[src/rtl/alu_multicycle.sv]
// Parametrised ALU with valid/ready handshake; iterative shift-add MUL and restoring DIVU/REMU.
// Latency: result_valid 1 edge after accept (ops 0-7, div-by-zero, reserved), WIDTH+1 edges for MUL/DIVU/REMU.
// Backpressure: one op in flight; Result/flags hold in DONE until result_ready, in_ready only in IDLE.
module alu_multicycle #(
    parameter int WIDTH = 16,
    parameter int OPW   = 4
) (
    input  logic             clk,
    input  logic             rst,
    input  logic             in_valid,
    output logic             in_ready,
    input  logic [WIDTH-1:0] A,
    input  logic [WIDTH-1:0] B,
    input  logic [OPW-1:0]   ALUOp,
    output logic             result_valid,
    input  logic             result_ready,
    output logic [WIDTH-1:0] Result,
    output logic             Zero,
    output logic             Carry,
    output logic             Overflow,
    output logic             Negative,
    output logic             DivZero
);
    localparam int CW = $clog2(WIDTH + 1);

    // EXEC is the single transitional cycle between accept and DONE for one-cycle ops
    localparam logic [1:0] S_IDLE = 2'd0;
    localparam logic [1:0] S_EXEC = 2'd1;
    localparam logic [1:0] S_BUSY = 2'd2;
    localparam logic [1:0] S_DONE = 2'd3;

    localparam logic [OPW-1:0] OP_ADD  = OPW'(0);
    localparam logic [OPW-1:0] OP_SUB  = OPW'(1);
    localparam logic [OPW-1:0] OP_AND  = OPW'(2);
    localparam logic [OPW-1:0] OP_OR   = OPW'(3);
    localparam logic [OPW-1:0] OP_NOT  = OPW'(4);
    localparam logic [OPW-1:0] OP_XOR  = OPW'(5);
    localparam logic [OPW-1:0] OP_SHL  = OPW'(6);
    localparam logic [OPW-1:0] OP_SHR  = OPW'(7);
    localparam logic [OPW-1:0] OP_MUL  = OPW'(8);
    localparam logic [OPW-1:0] OP_DIVU = OPW'(9);
    localparam logic [OPW-1:0] OP_REMU = OPW'(10);

    localparam logic [WIDTH-1:0] W_L      = WIDTH'(WIDTH);
    localparam logic [WIDTH-1:0] W_ONE    = WIDTH'(1);
    localparam logic [CW-1:0]    CNT_LAST = CW'(WIDTH);

    logic [1:0]       state_q, state_d;
    logic             in_rdy_q, in_rdy_d;
    logic             vld_q, vld_d;
    logic [WIDTH-1:0] a_q, a_d, b_q, b_d;
    logic [OPW-1:0]   op_q, op_d;
    logic [CW-1:0]    cnt_q, cnt_d;
    // rem_q/quo_q double as {product hi, product lo} for MUL and {remainder, quotient} for DIV
    logic [WIDTH-1:0] rem_q, rem_d, quo_q, quo_d;
    logic [WIDTH-1:0] res_q, res_d;
    logic             zero_q, zero_d, carry_q, carry_d, ovf_q, ovf_d, neg_q, neg_d, dz_q, dz_d;

    logic [WIDTH:0]   add_w, sub_w, mul_sum, div_sh, div_df;
    logic [WIDTH-1:0] sc_r, fin_r;
    logic             sc_c, sc_v, sc_dz, sh_ok;

    assign add_w   = {1'b0, a_q} + {1'b0, b_q};
    assign sub_w   = {1'b0, a_q} - {1'b0, b_q};
    assign mul_sum = {1'b0, rem_q} + (quo_q[0] ? {1'b0, a_q} : '0);
    assign div_sh  = {rem_q, quo_q[WIDTH-1]};
    assign div_df  = div_sh - {1'b0, b_q};
    // shift carry exists only for amounts 1..WIDTH
    assign sh_ok   = (b_q != '0) && (b_q <= W_L);

    // Single-cycle result and flags from the latched operands
    always_comb begin
        sc_r  = '0;
        sc_c  = 1'b0;
        sc_v  = 1'b0;
        sc_dz = 1'b0;
        case (op_q)
            OP_ADD: begin
                sc_r = add_w[WIDTH-1:0];
                sc_c = add_w[WIDTH];
                sc_v = (a_q[WIDTH-1] == b_q[WIDTH-1]) && (sc_r[WIDTH-1] != a_q[WIDTH-1]);
            end
            OP_SUB: begin
                sc_r = sub_w[WIDTH-1:0];
                sc_c = sub_w[WIDTH];
                sc_v = (a_q[WIDTH-1] != b_q[WIDTH-1]) && (sc_r[WIDTH-1] != a_q[WIDTH-1]);
            end
            OP_AND: sc_r = a_q & b_q;
            OP_OR:  sc_r = a_q | b_q;
            OP_NOT: sc_r = ~a_q;
            OP_XOR: sc_r = a_q ^ b_q;
            OP_SHL: begin
                sc_r = a_q << b_q;
                sc_c = sh_ok && (|(a_q & (W_ONE << (W_L - b_q))));
            end
            OP_SHR: begin
                sc_r = a_q >> b_q;
                sc_c = sh_ok && (|(a_q & (W_ONE << (b_q - W_ONE))));
            end
            // only reached here with a zero divisor
            OP_DIVU: begin
                sc_r  = '1;
                sc_dz = 1'b1;
            end
            OP_REMU: begin
                sc_r  = a_q;
                sc_dz = 1'b1;
            end
            default: sc_r = '0;
        endcase
    end

    // Control FSM, operand capture, iteration datapath and result/flag update
    always_comb begin
        state_d = state_q;
        in_rdy_d = in_rdy_q;
        vld_d   = vld_q;
        a_d     = a_q;
        b_d     = b_q;
        op_d    = op_q;
        cnt_d   = cnt_q;
        rem_d   = rem_q;
        quo_d   = quo_q;
        res_d   = res_q;
        zero_d  = zero_q;
        carry_d = carry_q;
        ovf_d   = ovf_q;
        neg_d   = neg_q;
        dz_d    = dz_q;
        fin_r   = (op_q == OP_REMU) ? rem_q : quo_q;
        case (state_q)
            S_IDLE: begin
                in_rdy_d = 1'b1;
                if (in_valid && in_rdy_q) begin
                    a_d      = A;
                    b_d      = B;
                    op_d     = ALUOp;
                    cnt_d    = '0;
                    in_rdy_d = 1'b0;
                    if ((ALUOp == OP_MUL) ||
                        (((ALUOp == OP_DIVU) || (ALUOp == OP_REMU)) && (B != '0))) begin
                        state_d = S_BUSY;
                        rem_d   = '0;
                        quo_d   = (ALUOp == OP_MUL) ? B : A;
                    end else begin
                        state_d = S_EXEC;
                    end
                end
            end
            S_EXEC: begin
                res_d   = sc_r;
                zero_d  = (sc_r == '0);
                neg_d   = sc_r[WIDTH-1];
                carry_d = sc_c;
                ovf_d   = sc_v;
                dz_d    = sc_dz;
                vld_d   = 1'b1;
                state_d = S_DONE;
            end
            S_BUSY: begin
                if (cnt_q == CNT_LAST) begin
                    res_d   = fin_r;
                    zero_d  = (fin_r == '0);
                    neg_d   = fin_r[WIDTH-1];
                    carry_d = (op_q == OP_MUL) && (|rem_q);
                    ovf_d   = 1'b0;
                    dz_d    = 1'b0;
                    vld_d   = 1'b1;
                    state_d = S_DONE;
                end else begin
                    cnt_d = cnt_q + CW'(1);
                    if (op_q == OP_MUL) begin
                        rem_d = mul_sum[WIDTH:1];
                        quo_d = {mul_sum[0], quo_q[WIDTH-1:1]};
                    end else if (!div_df[WIDTH]) begin
                        rem_d = div_df[WIDTH-1:0];
                        quo_d = {quo_q[WIDTH-2:0], 1'b1};
                    end else begin
                        rem_d = div_sh[WIDTH-1:0];
                        quo_d = {quo_q[WIDTH-2:0], 1'b0};
                    end
                end
            end
            default: begin
                if (result_ready) begin
                    vld_d    = 1'b0;
                    in_rdy_d = 1'b1;
                    state_d  = S_IDLE;
                end
            end
        endcase
    end

    // State registers; reset aborts any op in flight
    always_ff @(posedge clk or posedge rst) begin
        if (rst) begin
            state_q  <= S_IDLE;
            in_rdy_q <= 1'b0;
            vld_q    <= 1'b0;
            a_q      <= '0;
            b_q      <= '0;
            op_q     <= '0;
            cnt_q    <= '0;
            rem_q    <= '0;
            quo_q    <= '0;
            res_q    <= '0;
            zero_q   <= 1'b0;
            carry_q  <= 1'b0;
            ovf_q    <= 1'b0;
            neg_q    <= 1'b0;
            dz_q     <= 1'b0;
        end else begin
            state_q  <= state_d;
            in_rdy_q <= in_rdy_d;
            vld_q    <= vld_d;
            a_q      <= a_d;
            b_q      <= b_d;
            op_q     <= op_d;
            cnt_q    <= cnt_d;
            rem_q    <= rem_d;
            quo_q    <= quo_d;
            res_q    <= res_d;
            zero_q   <= zero_d;
            carry_q  <= carry_d;
            ovf_q    <= ovf_d;
            neg_q    <= neg_d;
            dz_q     <= dz_d;
        end
    end

    assign in_ready     = in_rdy_q;
    assign result_valid = vld_q;
    assign Result       = res_q;
    assign Zero         = zero_q;
    assign Carry        = carry_q;
    assign Overflow     = ovf_q;
    assign Negative     = neg_q;
    assign DivZero      = dz_q;
endmodule
[config.mk]
export PLATFORM = sky130hd
export DESIGN_NAME = alu_multicycle
export DESIGN_NICKNAME = d
export VERILOG_FILES = /design/src/rtl/alu_multicycle.sv
export SDC_FILE = /design/constraint.sdc
export NUM_CORES = 1
export LEC_CHECK = 0
export CORE_MARGIN = 5
export CORE_UTILIZATION = 50
export CTS_BUF_LIST = sky130_fd_sc_hd__clkbuf_8
export DETAILED_ROUTE_END_ITERATION = 16
export GPL_TIMING_DRIVEN = 0
export PLACE_DENSITY = 0.74
export SETUP_SLACK_MARGIN = 0.2
export SLEW_MARGIN = 25
export SYNTH_ARGS = -nofsm -noshare
export SYNTH_HDL_FRONTEND = slang
export SYNTH_SLANG_ARGS = --single-unit
[constraint.sdc]
create_clock -name clk -period 4.5 [get_ports clk]
set_input_delay 1.35 -clock clk [delete_from_list [all_inputs] [get_ports clk]]
set_output_delay 1.35 -clock clk [all_outputs]
set_load 0.03 [all_outputs]
==> results of run 1 <==
-- worst max-delay path, cell delays in order (launching register included) --
cell and delay [ns]:
dfrtp_2 0.46, buf_2 0.24, clkbuf_4 0.29, buf_2 0.28, buf_2 0.29, buf_1 0.45
a2111oi_0 0.35, nor3_1 0.41, o21ai_0 0.16, a21oi_1 0.36, o21ai_0 0.24, or4_1 0.53
o21ai_1 0.14
-- synthesized netlist by cell type (6+ instances only) --
library cell,number
o21ai_0,120
o211ai_1,24
nor3_1,45
and2_1,19
or3_1,9
buf_2,15
o221ai_1,9
ha_1,88
nand2_1,148
o21a_1,8
mux2_2,62
nand4_1,11
nand3_1,43
a22oi_1,14
nor2b_1,21
a221o_1,10
inv_1,60
clkbuf_1,70
mux4_2,19
xor2_1,18
o31ai_1,9
a32oi_1,8
mux2i_1,60
xnor2_1,22
nor2_1,100
nand2b_1,23
a22o_1,6
dfrtp_1,97
o22ai_1,15
nor4_1,21
a2111oi_0,9
a31oi_1,14
a211o_1,7
a211oi_1,19
a21o_1,18
a21oi_1,71
buf_1,16
-- worst max path at each step --
stage	from	endpoint	slack, ns	cells after the start
floorplan	b_q[1]	rem_q[10]	0.47	14
global placement	rst	op_q[2]	-1.04	2
detailed placement	b_q[1]	rem_q[5]	-0.60	14
CTS	b_q[2]	Zero	0.20	14
global route	a_q[4]	Zero	0.15	13
finish	b_q[0]	Zero	0.25	12
-- layout make-up --
type                       instances  area, um^2  area share
antenna                            1        2.50    0.000193
buffer                           102         452      0.0349
clock buffer                       9         124     0.00958
clock inverter                     7        95.1     0.00735
inverter                          61         239      0.0185
multi-input combinational       1179        8540       0.660
sequential                        97        2440       0.188
tap                              285         357      0.0276
timing repair buffer              69         691      0.0534
-- through the flow --
stage               setup WS (ns)  TNS [ns]  hold WS (ns)  utilization  cells
floorplan                   0.468         0         0.472            -   1439
global placement            -1.04   -110.46         0.468        0.552   1786
detailed placement         -0.602     -8.50         0.486        0.554   1788
CTS                         0.201         0         0.516        0.567   1807
global route                0.148         0         0.548        0.571   1809
finish                      0.250         0         0.507        0.571   1810
-- registers in the layout (all words and copies together) (netlist names), 2 cells and up --
| signal | count |
|---|---|
| Result | 16 |
| op_q | 4 |
| state_q | 2 |
| cnt_q | 5 |
| b_q | 16 |
| rem_q | 16 |
| a_q | 16 |
| quo_q | 16 |
-- metal layers --
| layer | up-vias | share of wire |
|---|---|---|
| met1 | 6030 | 0.37 |
| met4 | 0 | 0.078 |
| met2 | 980 | 0.42 |
| met3 | 240 | 0.13 |
| met5 | - | 0 |
| li1 | 5537 | - |
-- timing repair --
action                     CTS  global route
setup endpoints to repair   22            19
hold buffers                 0             0
pin swaps                    0             1
setup buffers                3             2
gates resized for setup     27            37
-- logic make-up (layout without fill, tap and decap cells) --
kind of cell,Yosys count,in the layout,share of synthesized area
AND/OR/NAND/NOR,471,471,0.197
AO/OA/AOI/OAI,434,434,0.254
XOR/XNOR,40,40,0.0304
adder cells (fa/ha/maj),93,93,0.103
other,0,1,0
buffers and inverters,163,248,0.0551
multiplexers,141,141,0.150
flip-flops,97,97,0.211
-- layout by cell type (no fill, tap or decap), types with 20 or more instances in the layout --
cell,count
inv_1,57
mux2i_1,60
nor2b_1,20
nand2_1,148
ha_1,88
clkbuf_1,55
o211ai_1,24
dfrtp_1,90
mux2_2,62
nand3_1,43
nand2b_1,23
nor3_1,41
o21ai_0,117
clkdlybuf4s50_1,62
nor2_1,100
a21oi_1,71
xnor2_1,22
==> qor.csv, run 1 <==
metric;value;unit
drc_errors;0;
place_congestion;1.08;
synthesis.area;11500;um^2
rows;55;
ant_nets;0;
setup_viol;0;
synth_top_area_cell;dfrtp_1;
routed_wirelength;49500;um
die-width;162;um
r2r_end;Zero;
drive_gt1_frac;0.117;
synth-edff-count;0;
grtUsageMet3;0.0804;
synth_cell_types;84;
cp.required;4.84;ns
routedWlPerCell;27.3;um
cp_max_fo;10;
io_buffer_count;62;
vias;12800;
hold_violations;0;
drv_slew;0;
cts_tree;yes;
yosys_warnings;0;
synth_top_area_frac;0.211;
core;22600;um^2
dieArea;26200;um^2
clkTransAtPathRegs;0.12;ns
cts_buffer_depth;2;
ys_seq_area_frac;0.211;
ios;63;
gr-total-overflow;0;
synth_top_cells_by_area;dfrtp_1, ha_1, mux2_2, mux2i_1, o21ai_0;
dr.first_iter.drc_count;2241;
grtUsageMet2;0.561;
hp-class;reg -> reg;
async_flop_share;1.00;
path_class;reg -> reg;
final_area;12900;um^2
grt_use_total;0.369;
grt.busiest_layer;met2;
viasPerCell;7.06;
antenna_found_initial;2;
first_pass_iters;7;
r2r_start;b_q[0];
worstMarginPinSlew;1.09;ns
synth-seq-cells;97;
htreeDepth;3;
synthCells;1439;
fin_crit;4.25;ns
slew_headroom;0.255;
status;complete, no violations;
rr_worst_depth;12;
fmax;235;MHz
syn_avg_cell_area;8.01;um^2
dp_hpwl;38500;um
worst_ep_arrival_time;4.59;ns
grt_max_degree;61;
numCtsBuffers;9;
rsz0062_at_grt;yes;
cts.sinks;97;
die_h;162;um
initial_core_util;0.509;
clk_latency;0.40;ns
cap_violations;0;
holdPathStages;2;
grt_pass1_wl;74300;um
startpoint_type;flip-flop;
finClkSkew;0.0191;ns
endpoint_kind;flip-flop;
grt_use_met1;0.482;
syn-num-nets;1571;
rrSetupSlack;0.25;ns
placed_cell_area;12500;um^2
hold_end;result_valid;
grt_pass1_vias;12000;
synth_flop_cell;dfrtp_1;
fin_crit_sh;0.944;
fillers;2051;
hold_start;result_valid;
cts-root-buf;clkbuf_8;
area_delta_synth_final;12.3;%
nNetsFinal;1651;
Power of run 1 is not shown: default switching activity piles up to over one toggle a cycle in this logic, so the estimate is an artifact.
==> run 2: changes to the inputs <==
Settings changed: CTS_BUF_LIST sky130_fd_sc_hd__clkbuf_8 to default, SLEW_MARGIN 25 to 20.
==> run 2 against run 1 <==
Against the previous run:
- hold slack worse by 0.0083 ns
- critical path depth up 2
- utilization grew 0.38 points
==> qor.csv, run 2 (same netlist as run 1, synthesis figures left out) <==
metric;value;unit;change
status;complete, no violations;;unchanged
num_antenna_cells;0;;was 1
routed_wirelength;49900;um;was 49500 um
drv_slew;0;;unchanged
rsz0062_at_grt;yes;;unchanged
cp.required;4.79;ns;was 4.84 ns
endpoint_kind;flip-flop;;unchanged
fmax;231;MHz;was 235 MHz
hold_violations;0;;unchanged
worstMarginPinSlew;1.18;ns;was 1.09 ns
fin_crit;4.32;ns;was 4.25 ns
clkTransAtPathRegs;0.08;ns;was 0.12 ns
drive_gt1_frac;0.114;;was 0.117
slew_headroom;0.205;;was 0.255
nNetsFinal;1651;;unchanged
vias;12800;;about the same
dr.max_layer_used;met4;;unchanged
initial_core_util;0.509;;unchanged
path_class;reg -> reg;;unchanged
grt_max_degree;61;;unchanged
io_buffer_count;62;;unchanged
core;22600;um^2;unchanged
drc_errors;0;;unchanged
wl_met3;6230;um;was 6210 um
grt_pass1_wl;74500;um;was 74300 um
place_congestion;1.08;;unchanged
cp_max_fo;10;;unchanged
fin_crit_sh;0.960;;was 0.944
worst_ep_arrival_time;4.61;ns;was 4.59 ns
setup_viol;0;;unchanged
startpoint_type;flip-flop;;unchanged
cts-root-buf;clkbuf_16;;was clkbuf_8
preCtsSetupSlack;-0.643;ns;was -0.602 ns
grt_pass1_vias;12200;;was 12000
hold_buffers;0;;unchanged
die_h;162;um;unchanged
cts.sinks;97;;unchanged
met2_length;21400;um;was 21000 um
htreeDepth;3;;unchanged
wirelength_met1;18500;um;was 18400 um
dieArea;26200;um^2;unchanged
grt_use_total;0.369;;about the same
ios;63;;unchanged
final_cell_mix;nand2_1, o21ai_0, nor2_1;;unchanged
routedWlPerCell;27.6;um;was 27.3 um
die-width;162;um;unchanged
rows;55;;unchanged
fillers;2078;;was 2051
cts_buffer_depth;2;;unchanged
cts_tree;yes;;unchanged
ant_nets;0;;unchanged
numCtsBuffers;9;;unchanged
multi_input_comb_area;8530;um^2;was 8540 um^2
hp-class;reg -> reg;;unchanged
layout_commonest_cell;nand2_1;;unchanged
area_delta_synth_final;13.0;%;was 12.3%
clk_latency;0.37;ns;was 0.40 ns
finClkSkew;0.0105;ns;was 0.0191 ns
dp_hpwl;38500;um;about the same
timing.final.ws_setup;0.180;ns;was 0.250 ns
antenna_found_initial;0;;was 2
dr.first_iter.drc_count;2269;;was 2241
viasPerCell;7.10;;was 7.06
first_pass_iters;7;;unchanged
cap_violations;0;;unchanged
gr-total-overflow;0;;unchanged
final-seq-area;2430;um^2;was 2440 um^2
## run 2: path summary, 6_finish.rpt
path / start / depth (start not counted) / end / slack, ns
hold reg to reg: result_valid / 2 / result_valid / 0.50
hold / removal: result_valid / 2 / result_valid / 0.50
max in group asynchronous: rst / 3 / Zero / 2.49
setup reg to reg: a_q[8] / 14 / Zero / 0.18
setup / recovery: a_q[8] / 14 / Zero / 0.18
min in group asynchronous: rst / 2 / rem_q[3] / 1.36
## run 2: timing repair
action / in CTS / in global routing
pin swaps: 0 / 1
buffers inserted: 3 / 2
gates resized for setup: 30 / 35
endpoints found under the setup margin: 21 / 20
## run 2: per-stage QoR
stage | std cells | TNS (ns) | utilization | hold WS, ns | instance area [um^2]
2_1_floorplan | 1439 | 0 | - | 0.472 | 11500
3_3_place_gp | 1786 | -110.46 | 0.552 | 0.468 | 12500
3_5_place_dp | 1788 | -9.25 | 0.554 | 0.486 | 12500
4_1_cts | 1807 | 0 | 0.572 | 0.507 | 12900
5_1_grt | 1809 | 0 | 0.575 | 0.554 | 13000
6_report | 1809 | 0 | 0.575 | 0.499 | 13000
## run 2: critical path, cell delays in order, from the launching register on
cell and delay (ns):
dfrtp_1 0.54, clkbuf_2 0.35, inv_1 0.18, ha_1 0.32
clkbuf_1 0.22, nand2_1 0.11, o21ai_0 0.09, a32oi_1 0.17
o21ai_0 0.17, a221oi_1 0.52, a21boi_1 0.37, nand3_1 0.11
or4_1 0.54, or4_1 0.41, o21ai_1 0.13
## run 2: metal layers
layer  track usage  up-vias
li1              -     5529
met1         0.487     6009
met2         0.565     1040
met3        0.0756      263
met4         0.206        0
met5             0        -
## run 2: cell type report
type | instances | share of cell area
clock inverters | 7 | 0.00730
flip-flops and latches | 97 | 0.187
inverters | 61 | 0.0184
multi-input cells | 1179 | 0.655
well taps | 285 | 0.0274
plain buffers | 102 | 0.0348
repair buffers | 69 | 0.0530
clock buffers | 9 | 0.0173
Power of run 2 is left out for the same reason.
==> run 3: changes to the inputs <==
Settings changed: DONT_BUFFER_PORTS from default to 1, PLACE_DENSITY 0.74 to 0.7.
==> run 3 against run 2 <==
Against the previous run:
- critical path depth is 2 lower
- critical path type unchanged
- sequential cell count stayed put
- global-route usage is 0.77 points higher
- register-to-register slack better by 0.11 ns
==> qor.csv, run 3 (same netlist as run 1, synthesis figures left out) <==
metric;value;unit;change
finClkSkew;0.0124;ns;was 0.0105 ns
path_cells;clkbuf_4, inv_1, ha_1, clkbuf_1, or4_1, o21a_1, a221o_1, o21ai_0, nand3_1, or4_1, or4_1, o21ai_1;;was clkbuf_2, inv_1, ha_1, clkbuf_1, nand2_1, o21ai_0, a32oi_1, o21ai_0, a221oi_1, a21boi_1, nand3_1, or4_1, or4_1, o21ai_1
path_class;reg -> reg;;unchanged
routed_wirelength;50800;um;was 49900 um
drv_slew;0;;unchanged
startpoint_type;flip-flop;;unchanged
layout_commonest_cell;nand2_1;;unchanged
nNetsFinal;1592;;was 1651
gr-total-overflow;0;;unchanged
drive_gt1_frac;0.132;;was 0.114
worst_ep_arrival_time;4.50;ns;was 4.61 ns
clkTransAtPathRegs;0.08;ns;about the same
fin_crit;4.21;ns;was 4.32 ns
status;complete, no violations;;unchanged
die-width;162;um;unchanged
ios;63;;unchanged
grt_pass1_wl;74700;um;was 74500 um
slew_headroom;0.212;;was 0.205
routedWlPerCell;29.0;um;was 27.6 um
cts_tree;yes;;unchanged
critPathMaxStageDelay;0.62;ns;was 0.54 ns
fin_crit_sh;0.935;;was 0.960
hold_buffers;0;;unchanged
vias;12400;;was 12800
rsz0062_at_grt;no;;was yes
clk_latency;0.36;ns;was 0.37 ns
rows;55;;unchanged
initial_core_util;0.509;;unchanged
setup_viol;0;;unchanged
fmax;238;MHz;was 231 MHz
endpoint_kind;flip-flop;;unchanged
antenna_found_initial;1;;was 0
final_cell_mix;nand2_1, o21ai_0, nor2_1;;unchanged
dr.first_iter.drc_count;1984;;was 2269
drc_errors;0;;unchanged
hp-class;reg -> reg;;unchanged
utilization;0.555;;was 0.575
post-place-cells;1727;;was 1788
viasPerCell;7.07;;was 7.10
ant_nets;0;;unchanged
place_congestion;1.05;;was 1.08
htreeDepth;3;;unchanged
cts_buffer_depth;2;;unchanged
cap_violations;0;;unchanged
grt_pass1_vias;11400;;was 12200
cpMostUsedCell;or4_1;;
dp_hpwl;40100;um;was 38500 um
numCtsBuffers;9;;unchanged
hold_violations;0;;unchanged
area_delta_synth_final;9.00;%;was 13.0%
final_cells;1750;;was 1809
grt_use_total;0.376;;was 0.369
cp_max_fo;10;;unchanged
cp.required;4.79;ns;about the same
num_antenna_cells;0;;unchanged
cts-root-buf;clkbuf_16;;unchanged
grt_max_degree;69;;was 61
io_buffer_count;0;;was 62
worstMarginPinSlew;1.17;ns;was 1.18 ns
die_h;162;um;unchanged
dieArea;26200;um^2;unchanged
first_pass_iters;8;;was 7
core;22600;um^2;unchanged
cts.sinks;97;;unchanged
critPathSlowestCell;or4_1;;was dfrtp_1
## run 3: changes by cell type in the layout (fill, tap and decap cells not counted), sizes merged
cell           delta
bufinv            +1
inv               -2
clkdlybuf4s50    -62
clkbuf            -4
clkinvlp          +1
buf               +7
## run 3: final timing paths
path	startpoint	end	slack (ns)	cells after the start
max in group asynchronous	rst	DivZero	3.03	2
max	a_q[8]	Zero	0.29	12
min reg2reg	cnt_q[4]	cnt_q[4]	0.57	2
min in group asynchronous	rst	quo_q[2]	0.81	1
max reg2reg	a_q[8]	Zero	0.29	12
min	cnt_q[4]	cnt_q[4]	0.57	2
## run 3: repair_timing
action / 4_1_cts / 5_1_grt
pin swaps: 0 / 2
endpoints found under the setup margin: 25 / 2
buffers inserted: 4 / 3
resized for setup: 49 / 45
## run 3: final cells by class
class,instances,area (um^2)
timing repair buffer,10,95.1
sequential,97,2440
fill,2125,10100
multi-input combinational,1179,8600
clock buffer,9,225
clock inverter,7,119
tap,285,357
buffer,102,478
inverter,61,243
## run 3: critical path, delay by kind of cell (launching register included)
| family | cells | cell delay (ns) |
|---|---|---|
| flip-flops | 1 | 0.54 |
| adder cells (fa/ha/maj) | 1 | 0.31 |
| AND/OR/NAND/NOR | 4 | 1.81 |
| buffers and inverters | 3 | 0.69 |
| AO/OA/AOI/OAI | 4 | 0.79 |
## run 3: stage by stage
stage / area (um^2) / hold slack (ns) / setup slack [ns] / TNS, ns
final: 12600 / 0.573 / 0.291 / 0
after global routing: 12600 / 0.599 / 0.192 / 0
after CTS: 12400 / 0.574 / 0.222 / 0
after detailed placement: 11900 / 0.553 / -0.782 / -11.27
after global placement: 11900 / 0.534 / -0.779 / -65.79
after floorplan: 11500 / 0.472 / 0.468 / 0
## run 3: metal layers
layer,routed length (um),GRT usage,part of all wire,vias up
met5,0,0,0,-
met4,1720,0.113,0.034,0
met3,7050,0.0982,0.14,111
met2,21200,0.552,0.42,906
met1,20800,0.545,0.41,5938
li1,-,-,-,5417
Power of run 3 is left out for the same reason.
